<file path="config.mk">
export PLATFORM = sky130hd
export DESIGN_NAME = debounce_bank
export DESIGN_NICKNAME = d
export VERILOG_FILES = /design/src/rtl/debounce_pkg.sv /design/src/rtl/debounce_channel.sv /design/src/rtl/debounce_bank.sv
export SDC_FILE = /design/constraint.sdc
export NUM_CORES = 1
export LEC_CHECK = 0
export CAP_MARGIN = 5
export CORE_MARGIN = 2
export CORE_UTILIZATION = 45
export CTS_CLUSTER_SIZE = 14
export DETAILED_ROUTE_END_ITERATION = 10
export GPL_ROUTABILITY_DRIVEN = 1
export PLACE_DENSITY_LB_ADDON = 0.12
export SETUP_SLACK_MARGIN = 0.2
export SYNTH_ARGS = -nofsm -noshare
export SYNTH_HDL_FRONTEND = slang
export SYNTH_HIERARCHICAL = 1
export SYNTH_SLANG_ARGS = --single-unit
</file>
<file path="constraint.sdc">
create_clock -name clk -period 1.7 [get_ports clk]
set_clock_uncertainty 0.15 [all_clocks]
set_input_delay 0.255 -clock clk [delete_from_list [all_inputs] [get_ports clk]]
set_output_delay 0.255 -clock clk [all_outputs]
set_load 0.02 [all_outputs]
</file>
<file path="src/rtl/debounce_pkg.sv">
// Shared definitions for the debounce_bank slice.
//   cnt_width(n)          : counter width able to hold 0..n, never less than 1
//   DEFAULT_STABLE_CYCLES : qualified samples needed to accept a new level
//   DEFAULT_SYNC_STAGES   : synchroniser depth per channel
//   edge_e                : kind of transition produced by a channel this cycle
package debounce_pkg;

    localparam int unsigned DEFAULT_STABLE_CYCLES = 4;
    localparam int unsigned DEFAULT_SYNC_STAGES   = 2;

    typedef enum logic [1:0] {
        EDGE_NONE,
        EDGE_RISE,
        EDGE_FALL
    } edge_e;

    function automatic int unsigned cnt_width(input int unsigned n);
        return ($clog2(n + 1) < 1) ? 1 : $clog2(n + 1);
    endfunction

endpackage

</file>
<file path="src/rtl/debounce_channel.sv">
// Single-bit debouncer with symmetric hysteresis.
//   clk_i       : clock, all state on posedge
//   rst_ni      : asynchronous active-low reset
//   sample_en_i : sample qualifier for the counter/state (synchroniser always runs)
//   in_i        : raw asynchronous input
//   stable_o    : debounced level
//   rise_o      : one-cycle pulse, coincident with stable_o going 0->1
//   fall_o      : one-cycle pulse, coincident with stable_o going 1->0
module debounce_channel
    import debounce_pkg::*;
#(
    parameter int unsigned STABLE_CYCLES = DEFAULT_STABLE_CYCLES,
    parameter int unsigned SYNC_STAGES   = DEFAULT_SYNC_STAGES,
    parameter bit          INIT_STATE    = 1'b0
) (
    input  logic clk_i,
    input  logic rst_ni,
    input  logic sample_en_i,
    input  logic in_i,
    output logic stable_o,
    output logic rise_o,
    output logic fall_o
);

    localparam int unsigned     CW   = cnt_width(STABLE_CYCLES);
    localparam logic [CW-1:0]   LAST = CW'(STABLE_CYCLES - 1);

    logic [SYNC_STAGES-1:0] sync_q;
    logic                   s;
    logic [CW-1:0]          cnt_q, cnt_d;
    logic                   stable_q, stable_d;
    logic                   rise_q, rise_d;
    logic                   fall_q, fall_d;
    edge_e                  edge_d;

    always_ff @(posedge clk_i or negedge rst_ni) begin
        if (!rst_ni) begin
            sync_q <= {SYNC_STAGES{INIT_STATE}};
        end else begin
            sync_q[0] <= in_i;
            for (int unsigned i = 1; i < SYNC_STAGES; i++) begin
                sync_q[i] <= sync_q[i-1];
            end
        end
    end

    assign s = sync_q[SYNC_STAGES-1];

    // Idle (unqualified) cycles hold the count, so a mismatch streak
    // survives gaps between sample strobes; only a matching sample clears it.
    always_comb begin
        cnt_d    = cnt_q;
        stable_d = stable_q;
        edge_d   = EDGE_NONE;
        if (sample_en_i) begin
            if (s == stable_q) begin
                cnt_d = '0;
            end else if (cnt_q == LAST) begin
                cnt_d    = '0;
                stable_d = s;
                edge_d   = s ? EDGE_RISE : EDGE_FALL;
            end else begin
                cnt_d = cnt_q + 1'b1;
            end
        end
        rise_d = (edge_d == EDGE_RISE);
        fall_d = (edge_d == EDGE_FALL);
    end

    always_ff @(posedge clk_i or negedge rst_ni) begin
        if (!rst_ni) begin
            cnt_q    <= '0;
            stable_q <= INIT_STATE;
            rise_q   <= 1'b0;
            fall_q   <= 1'b0;
        end else begin
            cnt_q    <= cnt_d;
            stable_q <= stable_d;
            rise_q   <= rise_d;
            fall_q   <= fall_d;
        end
    end

    assign stable_o = stable_q;
    assign rise_o   = rise_q;
    assign fall_o   = fall_q;

endmodule

</file>
<file path="src/rtl/debounce_bank.sv">
// Multi-channel debouncer: CHANNELS independent debounce_channel instances
// sharing one sample qualifier.
//   clk       : clock
//   reset     : asynchronous active-low reset
//   sample_en : sample qualifier (tie high to sample every cycle)
//   in        : raw asynchronous inputs, one bit per channel
//   stable    : debounced levels
//   rise      : one-cycle 0->1 pulses
//   fall      : one-cycle 1->0 pulses
module debounce_bank
    import debounce_pkg::*;
#(
    parameter int unsigned CHANNELS      = 4,
    parameter int unsigned STABLE_CYCLES = DEFAULT_STABLE_CYCLES,
    parameter int unsigned SYNC_STAGES   = DEFAULT_SYNC_STAGES,
    parameter bit          INIT_STATE    = 1'b0
) (
    input  logic                clk,
    input  logic                reset,
    input  logic                sample_en,
    input  logic [CHANNELS-1:0] in,
    output logic [CHANNELS-1:0] stable,
    output logic [CHANNELS-1:0] rise,
    output logic [CHANNELS-1:0] fall
);

    for (genvar c = 0; c < CHANNELS; c++) begin : g_ch
        debounce_channel #(
            .STABLE_CYCLES (STABLE_CYCLES),
            .SYNC_STAGES   (SYNC_STAGES),
            .INIT_STATE    (INIT_STATE)
        ) u_ch (
            .clk_i       (clk),
            .rst_ni      (reset),
            .sample_en_i (sample_en),
            .in_i        (in[c]),
            .stable_o    (stable[c]),
            .rise_o      (rise[c]),
            .fall_o      (fall[c])
        );
    end

endmodule

</file>
# Word level (Yosys, flattened, before mapping)
# Index checks and enable logic that the tools add are counted.
# Widths: inputs -> output; s select.
dict set report totals {
  register_bits 32
  word_cells 72
}
dict set report op_classes {
  add_sub_neg 4
  n_eq_ne 16
  muxes 24
  bitwise 4
  n_reduce_logical 4
}
# operator count
set op_table {}
lappend op_table {{$mux 2} 16}
lappend op_table {{$mux 3} 8}
lappend op_table {{$add 3x1->3 const B} 4}
lappend op_table {{$eq 3x2->1 const B} 4}
lappend op_table {{$reduce_and 3->1} 4}
lappend op_table {{$eq 2x1->1 const B} 4}
lappend op_table {{$eq 2x2->1 const B} 4}
lappend op_table {{$eq 1x1->1} 4}
lappend op_table {{$not 1->1} 4}

# Longest topological paths before layout
dict set report logic_depth {
  depth_word 5
  ltp_mapped 3
}

# By module
# The synthesis kept the hierarchy.
# module n_inst cells_per_inst area_each_um2 seq_area_each_um2
set by_module_without_submodules {}
lappend by_module_without_submodules {debounce_channel 4 24 320.3 200.2}

# Least setup slack after synthesis
# Ideal clock, no wire load.
dict set report synth_timing {
  path_kind {register to register}
  from {reg g_ch[0].u_ch.cnt_q[0]}
  to {reg g_ch[0].u_ch.stable_q}
  t_arrival_ns 1.008
  setup_slack_ns 0.418
  path_stages_with_launch 4
  n_path_buf 0
  synth_period_minus_slack_ns 1.282
  cell_sequence {dfrtp_1 -> ha_1 -> nand3b_2 -> mux2_2}
}
dict set report synth_between {
  elab_chain_cells 2
}
# item line_no
set synth_rtl {}
lappend synth_rtl {{start, declared} debounce_channel.sv:30} ;# logic [CW-1:0] cnt_q, cnt_d;
lappend synth_rtl {{start signal, assigned} debounce_channel.sv:77} ;# cnt_q <= cnt_d;
lappend synth_rtl {{$eq 3x2->1} debounce_channel.sv:58} ;# end else if (cnt_q == LAST) begin
lappend synth_rtl {{$reduce_and 3->1 (no source line)} -}
lappend synth_rtl {{end signal, assigned} debounce_channel.sv:78} ;# stable_q <= stable_d;
lappend synth_rtl {{end, declared} debounce_channel.sv:31} ;# logic stable_q, stable_d;
# Every way passes these cells.
# A chain may end at the register's enable or synchronous reset.

# Final worst setup path
dict set report layout_timing {
  from {reg g_ch[0].u_ch.stable_q}
  to {out stable[0]}
}
# item line_no
set layout_rtl {}
lappend layout_rtl {{end, declared} debounce_bank.sv:22} ;# output logic [CHANNELS-1:0] stable,
# No word-level cell between the ends.

==> flow_summary.ini <==
[place]
place_congestion = 0.621
portBuffers = 18
dp_hpwl_um = 1260
dpl_cell_area_um2 = 1530

[routing]
dr.pass1.iters = 4
vias = 775
viasPerCell = 5.00
drc = 0
drt-wirelength-per-cell_um = 11.9
routed_wl_um = 1840
first_iter_violations = 22
ant_nets = 0

[power_and_ir_drop]
irDropWorstVdd_mv = 0.863
power.internal_mw = 1.54
combPwrFrac_pct = 30.9
p_leak_nw = 0.735
p_clk_share_pct = 19.2
power.density_nw_per_um2 = 1460
power_frac_seq_pct = 49.8
netSwitchingFraction_pct = 32.1
switchingPower_mw = 0.730

[floorplan]
io-pin-count = 19
dieArea_um2 = 3290
die_width_um = 57.4
initial_core_util_pct = 46.9
core-area_um2 = 2730
rows = 19
die_h_um = 57.4

[logic_synthesis]
postSynthAreaPerCell_um2 = 13.3
synthesis.nets = 107
ys_warn_count = 6
synth.cell_area_um2 = 1280
yosysSeqAreaShare_pct = 62.5
synth_cells = 96
ys_seq_elements = 32
netlist-cell-type-count = 14

[sta]
worst_slew_pin_slew_ns = 0.390
max-slew-margin-rel_pct = 74.0
slew_viol_final = 0
setup_tns_ns = 0
rsz0062_at_grt = yes
hold_viol = 0
min_period_ns = 1.46
fin_crit_sh_pct = 86.1
setup_viol = 0
timing.fmax_ghz = 0.683

[clock_tree]
cts_tree = yes
cts-buffers-inserted = 5
cts_max_path_buffers = 2
clock-sinks = 32
htreeDepth = 2
post-cts-setup-buffers = 0
root_buffer = clkbuf_4
clkTransAtPathRegs_ns = 0.10
clk_latency_ns = 0.32

[finish]
finalInstanceArea_um2 = 1560
layout_commonest_cell = dfrtp_1
drive_gt1_share_pct = 15.3
antenna_cells = 0
syn_to_final_growth_pct = 21.9
n_fill_cell = 226
final_cell_mix = 32 x dfrtp_1, 8 x nor3b_1, 8 x inv_1, 8 x nand2b_1, 8 x dlygate4sd2_1
fin_nets = 134

[status]
status = completed

[worst_setup_path]
cp_data_arrival_time_ns = 1.06
path_buf_inv = 1
required_ns = 1.29
start_kind = register
path_cells = clkdlybuf4s15_1
worstSetupEndpointType = output pin
crit_fanout = 5
path_class = reg -> out
crit_family = flip-flops
cp_slowest_cell = dfrtp_1
crit_path_max_incr_delay_ns = 0.42

[run]
maxCapViolCount = 0

[grt]
groute.usage.overall_pct = 13.2
grt_pass1_wl_um = 3250
antenna_found_initial = 0
grt_max_degree = 33
grt_pass1_vias = 739
overflow = 0

[min_path]
hold_class = in -> async
==> cell families (layout without fill, tap and decap cells) <==
kind of cell / count (synthesis) / count (layout) / share of synthesized area, %
AO/OA/AOI/OAI: 12 / 12 / 7.03
XOR/XNOR: 4 / 4 / 2.73
adder cells (fa/ha/maj): 4 / 4 / 3.91
buffers and inverters: 8 / 36 / 2.34
flip-flops: 32 / 32 / 62.5
multiplexers: 4 / 4 / 3.52
AND/OR/NAND/NOR: 32 / 32 / 18.0
==> registers in the layout, indices dropped and copies added (netlist names) <==
register / count
g_ch.u_ch/sync_q: 8
g_ch.u_ch/cnt_q: 12
g_ch.u_ch/rise_o: 4
g_ch.u_ch/fall_o: 4
g_ch.u_ch/stable_o: 4
==> power by group through the flow <==
stage / sequential [mW] / clock [mW] / combinational (mW)
2_1_floorplan: 1.18 / 0 / 0.466
3_3_place_gp: 1.14 / 0 / 0.721
3_5_place_dp: 1.15 / 0 / 0.754
4_1_cts: 1.13 / 0.454 / 0.726
5_1_grt: 1.17 / 0.492 / 0.784
6_report: 1.13 / 0.437 / 0.703
==> cell type report <==
class,count,area [um^2],share of cell area (%)
multi-input combinational,56,450,28.8
tap,31,38.8,2.48
sequential,32,801,51.3
clock buffer,8,58.8,3.77
inverter,8,30.0,1.92
timing repair buffer,20,183,11.7
==> final timing paths <==
| check | start | end | slack (ns) | cells after the start |
|---|---|---|---|---|
| max | g_ch[0].u_ch/stable_o | stable[0] | 0.24 | 1 |
| min | reset | g_ch[3].u_ch/cnt_q[0] | 0.17 | 2 |
| max reg2reg | g_ch[1].u_ch/cnt_q[0] | g_ch[1].u_ch/stable_o | 0.32 | 3 |
| min reg2reg | g_ch[2].u_ch/sync_q[0] | g_ch[2].u_ch/sync_q[1] | 0.21 | 0 |
| max in group asynchronous | reset | g_ch[1].u_ch/rise_o | 0.94 | 2 |
| min in group clk | g_ch[2].u_ch/sync_q[0] | g_ch[2].u_ch/sync_q[1] | 0.21 | 0 |
==> what timing repair did <==
action,4_1_cts,5_1_grt
hold endpoints to repair,0,0
resized for setup,15,4
endpoints found under the setup margin,12,4
pin swaps,0,0
hold buffers,0,0
cloned,0,0
==> per-stage QoR <==
stage | utilization (%) | total power, mW | hold slack, ns | setup WS, ns | cells
after CTS | 57.6 | 2.31 | 0.184 | 0.190 | 155
final | 57.1 | 2.27 | 0.172 | 0.236 | 155
after global placement | 55.9 | 1.86 | 0.186 | 0.116 | 147
after floorplan | - | 1.64 | -0.191 | 0.418 | 96
after detailed placement | 55.9 | 1.90 | 0.192 | 0.0781 | 147
after global routing | 57.1 | 2.45 | 0.193 | 0.168 | 155
==> cell usage after synthesis (all sizes together) <==
| cell type | instances | share of area [%] |
|---|---|---|
| and2b | 4 | 2.3 |
| dfrtp | 32 | 63 |
| ha | 4 | 3.9 |
| inv | 8 | 2.3 |
| mux2 | 4 | 3.5 |
| nand2 | 4 | 1.2 |
| nand2b | 8 | 3.9 |
| nand3b | 4 | 3.5 |
| nor3b | 8 | 4.7 |
| o22ai | 4 | 2.0 |
| o31ai | 4 | 2.3 |
| o32ai | 4 | 2.7 |
| or2b | 4 | 2.3 |
| xnor2 | 4 | 2.7 |
==> routing by layer <==
layer	vias up	track usage, %	wire (um)
met4	0	8.31	27
met5	-	0	0
li1	385	-	-
met1	369	17.1	845
met3	4	4.08	80
met2	17	19.3	891
Note: power is estimated with default switching activity, not from simulation.
